[src/rtl/ahb_split_mask_ctrl.sv]
// Masks bus requests of AHB masters that received a SPLIT response until the
// slave releases them through hsplitx or a per-master watchdog expires.
module ahb_split_mask_ctrl #(
  parameter int unsigned NUM_MASTERS = 5,
  parameter int unsigned MIDX_W      = 3,
  parameter int unsigned DEF_MASTER  = 0,
  parameter int unsigned TMO_W       = 8,
  parameter int unsigned TIMEOUT     = 200
) (
  input  logic                   hclk,
  input  logic                   hreset,
  input  logic                   hready,
  input  logic [1:0]             hresp,
  input  logic [MIDX_W-1:0]      hmaster,
  input  logic [NUM_MASTERS-1:0] hsplitx,
  input  logic [NUM_MASTERS-1:0] hbusreqx,
  output logic [NUM_MASTERS-1:0] hbusreq_masked,
  output logic [NUM_MASTERS-1:0] split_mask,
  output logic                   tmo_pulse,
  output logic [NUM_MASTERS-1:0] tmo_vec,
  output logic                   proto_err
);

  if (TIMEOUT == 0 || TIMEOUT > (2 ** TMO_W) - 1) begin : g_bad_timeout
    $error("TIMEOUT must be in 1..2^TMO_W-1");
  end

  typedef enum logic {
    IDLE,
    SPL1
  } state_e;

  localparam logic [1:0] RESP_SPLIT = 2'b11;

  state_e                 state_q;
  logic [MIDX_W-1:0]      dmaster_q;
  logic [NUM_MASTERS-1:0] mask_q;
  logic [NUM_MASTERS-1:0] mask_d;
  logic [NUM_MASTERS-1:0] set_d;
  logic [NUM_MASTERS-1:0] expire_d;
  logic [NUM_MASTERS-1:0] tmo_vec_q;
  logic                   tmo_pulse_q;
  logic                   proto_err_q;
  logic [TMO_W-1:0]       cnt_q [NUM_MASTERS];

  logic resp_split;
  logic split_done;
  logic def_done;

  assign resp_split = (hresp == RESP_SPLIT);
  assign split_done = (state_q == SPL1) && resp_split && hready;
  assign def_done   = split_done && (dmaster_q == MIDX_W'(DEF_MASTER));

  // Release by hsplitx dominates both a new set and a watchdog expiry;
  // a fresh set on an already-masked master restarts its watchdog.
  always_comb begin
    set_d    = '0;
    expire_d = '0;
    for (int unsigned i = 0; i < NUM_MASTERS; i++) begin
      set_d[i]    = split_done && !def_done && (dmaster_q == MIDX_W'(i));
      expire_d[i] = mask_q[i] && (cnt_q[i] == TMO_W'(TIMEOUT - 1)) &&
                    !hsplitx[i] && !set_d[i];
    end
    mask_d = (mask_q | set_d) & ~hsplitx & ~expire_d;
  end

  always_ff @(posedge hclk or posedge hreset) begin
    if (hreset) begin
      state_q     <= IDLE;
      dmaster_q   <= MIDX_W'(DEF_MASTER);
      mask_q      <= '0;
      tmo_vec_q   <= '0;
      tmo_pulse_q <= 1'b0;
      proto_err_q <= 1'b0;
      for (int unsigned i = 0; i < NUM_MASTERS; i++) begin
        cnt_q[i] <= '0;
      end
    end else begin
      if (hready) begin
        dmaster_q <= hmaster;
      end
      mask_q      <= mask_d;
      tmo_vec_q   <= expire_d;
      tmo_pulse_q <= |expire_d;
      proto_err_q <= 1'b0;

      case (state_q)
        IDLE: begin
          if (resp_split) begin
            if (hready) begin
              proto_err_q <= 1'b1;
            end else begin
              state_q <= SPL1;
            end
          end
        end
        SPL1: begin
          if (!resp_split) begin
            state_q     <= IDLE;
            proto_err_q <= 1'b1;
          end else if (hready) begin
            state_q <= IDLE;
            if (def_done) begin
              proto_err_q <= 1'b1;
            end
          end
        end
        default: state_q <= IDLE;
      endcase

      for (int unsigned i = 0; i < NUM_MASTERS; i++) begin
        if (set_d[i] || !mask_d[i]) begin
          cnt_q[i] <= '0;
        end else begin
          cnt_q[i] <= cnt_q[i] + TMO_W'(1);
        end
      end
    end
  end

  assign split_mask     = mask_q;
  assign tmo_vec        = tmo_vec_q;
  assign tmo_pulse      = tmo_pulse_q;
  assign proto_err      = proto_err_q;
  assign hbusreq_masked = hbusreqx & ~mask_q;

endmodule
[config.mk]
export PLATFORM = sky130hd
export DESIGN_NAME = ahb_split_mask_ctrl
export DESIGN_NICKNAME = d
export VERILOG_FILES = /design/src/rtl/ahb_split_mask_ctrl.sv
export SDC_FILE = /design/constraint.sdc
export NUM_CORES = 1
export LEC_CHECK = 0
export CAP_MARGIN = 10
export CORE_UTILIZATION = 45
export CTS_CLUSTER_SIZE = 25
export DETAILED_ROUTE_END_ITERATION = 10
export HOLD_SLACK_MARGIN = 0.06
export PLACE_DENSITY = 0.78
export SLEW_MARGIN = 40
export SYNTH_ARGS = -nofsm -noshare
export SYNTH_HDL_FRONTEND = slang
export SYNTH_SLANG_ARGS = --single-unit
export TNS_END_PERCENT = 20
[constraint.sdc]
create_clock -name hclk -period 2 [get_ports hclk]
set_input_delay 0.3 -clock hclk [delete_from_list [all_inputs] [get_ports hclk]]
set_output_delay 0.3 -clock hclk [all_outputs]
set_load 0.005 [all_outputs]
==> run_results.csv <==
group,metric,value,unit
pwr,power_density,636,nW/um^2
synthesis,synth-edff-count,0,
synthesis,yosys.area.top_type,"dfrtp_1",
worst_setup_path,path_max_fanout,3,
place,gp_congestion,0.838,
route,drc,0,
worst_setup_path,path_cells,"clkdlybuf4s50_1 > nand4_1 > or4b_1 > nor2b_1 > or4b_1",
place,placed_area,2980,um^2
global_route,globalRouteMet3Util,3.73,%
worst_setup_path,crit_start,"hresp[1]",
cts,cts_made_buffers,5,
finish,antennaDiodeCount,0,
worst_setup_path,critPathMostFrequentCell,"or4b_1",
global_route,grt_pass1_wl,7650,um
cts,clock-sinks,56,
synthesis,ys.flop_type,"dfrtp_1",
global_route,overflow,0,
min_path,hp-class,"primary input to async pin",
global_route,antenna_found_initial,0,
cts,h-tree-depth,2,
pwr,ir_drop,0.410,mV
floorplan,fp.dieW,76.0,um
synthesis,netlist_instances,231,
finish,fin_util,59.9,%
global_route,busiest_layer,"met2",
route,viasPerCell,5.09,
cts,cts_tree,"done",
timing,hold_viol,0,
worst_setup_path,cpPeakStageDelay,0.52,ns
finish,area_delta_synth_final,25.9,%
place,pre_cts_ws,-0.272,ns
worst_setup_path,crit_family,"simple AND/OR/NAND/NOR gates",
cts,worst_skew_pair.late_latency,0.31,ns
cts,max-clock-path-buffers,2,
synthesis,synth_sequential_area_ratio,56.9,%
global_route,grtUsageMet1,19.8,%
finish,drive_gt1_share,8.10,%
route,post_drt_wl_per_cell,12.6,um
place,io_buffers,34,
floorplan,dieArea,5770,um^2
worst_setup_path,arrival,2.12,ns
worst_setup_path,critPathLaunchType,"primary input",
synthesis,netlist.area_leader.share,56.9,%
synthesis,syn_area,2460,um^2
worst_setup_path,end_kind,"register",
route,dr.pass1.iters,4,
floorplan,coreArea,5170,um^2
run,maxCapViolCount,0,
run_status,status,"finished, final reports clean",
worst_setup_path,critical_path_required,2.19,ns
synthesis,ys_seq_elements,56,
floorplan,initial_core_util,47.6,%
timing,finalCritPeriodShare,96.5,%
timing,relSlewSlack,76.8,%
worst_setup_path,critPathKind,"primary input to register",
timing,rsz0062_at_grt,"false",
synthesis,synth.distinct_cells,28,
finish,fin_nets,306,
synthesis,syn_nets,254,
floorplan,ios,35,
global_route,gr-usage-met2,28.5,%
timing,layout_min_cycle_time,1.93,ns
timing,setup_ws,0.0699,ns
synthesis,yosysMostFrequentCell,"dfrtp_1",
synthesis,async_reset_ff_share,100,%
timing,tightestPinTransition,0.347,ns
synthesis,synthTopCellsByCount,"dfrtp_1, nor2_1, nand3_1",
timing,finalMaxSlewViolations,0,
timing,finalSetupViolations,0,
worst_setup_path,crit_slowest_cell,"or4b_1",
route,first_iter_violations,59,
worst_setup_path,critPathBufInv,1,
floorplan,placementRows,26,
place,hpwl,3190,um
cts,clk_pin_slew,0.10,ns
route,vias,1802,
global_route,grt_max_degree,57,
synthesis,synth_area_per_cell,10.7,um^2
synthesis,yosysWarnings,0,
route,routed_wl,4460,um
global_route,grt_pass1_vias,1792,
timing,fin_skew,0.0107,ns
finish,fin_area,3100,um^2
cts,cts_root_buffer,"clkbuf_8",
timing,max_freq,518,MHz
synthesis,synth.area.top_cells,"dfrtp_1, nor2_1, xor2_1",
route,ant_nets,0,
floorplan,die_y,76.0,um
pwr,p_leak,1.34,nW
global_route,grt_usage,16.5,%
worst_setup_path,r2r-start,"state_q",
[power by group]
group | switching, W | leakage (nW) | internal, W
Combinational | 0.0000416 | 0.509 | 0.0000630
Sequential | 0.00000735 | 0.775 | 0.00114
Clock | 0.000348 | 0.0552 | 0.000372
Total | 0.000397 | 1.34 | 0.00157
[worst min-delay path, cell delays in order]
cell and delay [ns]:
clkdlybuf4s50_1 0.41, inv_2 0.07, buf_12 0.26
[cells by family after synthesis]
group                    share of synthesized area [%]
AND/OR/NAND/NOR                                   25.4
flip-flops                                        56.9
XOR/XNOR                                          10.3
AO/OA/AOI/OAI                                     2.19
buffers and inverters                             1.22
adder cells (fa/ha/maj)                           2.54
multiplexers                                      1.37
[final cells by class]
type	instances	area, um^2
Clock inverter	2	35.0
Inverter	8	30.0
Multi-Input combinational cell	167	1040
Clock buffer	6	72.6
Sequential cell	56	1400
Fill cell	436	2070
Tap cell	70	87.6
Timing Repair Buffer	45	435
[final timing paths]
check | end | slack (ns) | cells after the start
min | split_mask[0] | 0.33 | 3
min in group hclk | cnt_q[24] | 0.45 | 1
min reg2reg | cnt_q[24] | 0.45 | 1
max | tmo_pulse | 0.07 | 5
max reg2reg | tmo_pulse | 0.18 | 4
max in group asynchronous | cnt_q[5] | 1.40 | 3
[registers in the layout (all words and copies together), names as in the netlist]
signal / cells
tmo_pulse: 1
state_q: 1
dmaster_q: 3
proto_err: 1
tmo_vec: 5
cnt_q: 40
split_mask: 5
[per-layer routing]
layer,up-vias,share of wire (%),routed length (um)
met1,878,45,2020
met3,9,3.8,171
met2,31,49,2170
li1,884,-,-
met5,-,0,0
met4,0,2.1,92
[timing repair]
item	in CTS	in global routing
buffers inserted	0	0
hold buffers	0	0
setup endpoints to repair	0	4
gates resized for setup	0	1
[placed cells by master (no fill, tap or decap), types with 6 or more instances in the layout]
| cell type | instances |
|---|---|
| dfrtp_1 | 56 |
| nor2_1 | 44 |
| clkdlybuf4s50_1 | 34 |
| nand3_1 | 20 |
| xor2_1 | 18 |
| nand2_1 | 13 |
| xnor2_1 | 11 |
| buf_4 | 10 |
| nand4b_1 | 9 |
| nor2b_1 | 8 |
| and3_1 | 8 |
| inv_1 | 7 |
| a21oi_1 | 6 |
[stage by stage]
stage | hold WS, ns | power [W] | TNS, ns | std cells
after floorplan | 0.363 | 0.00120 | 0 | 231
after global placement | 0.436 | 0.00127 | -0.385 | 346
after detailed placement | 0.445 | 0.00128 | -1.37 | 346
after CTS | 0.354 | 0.00201 | 0 | 354
after global routing | 0.375 | 0.00205 | 0 | 354
final | 0.333 | 0.00197 | 0 | 354
Note: power is estimated with default switching activity, not from simulation.
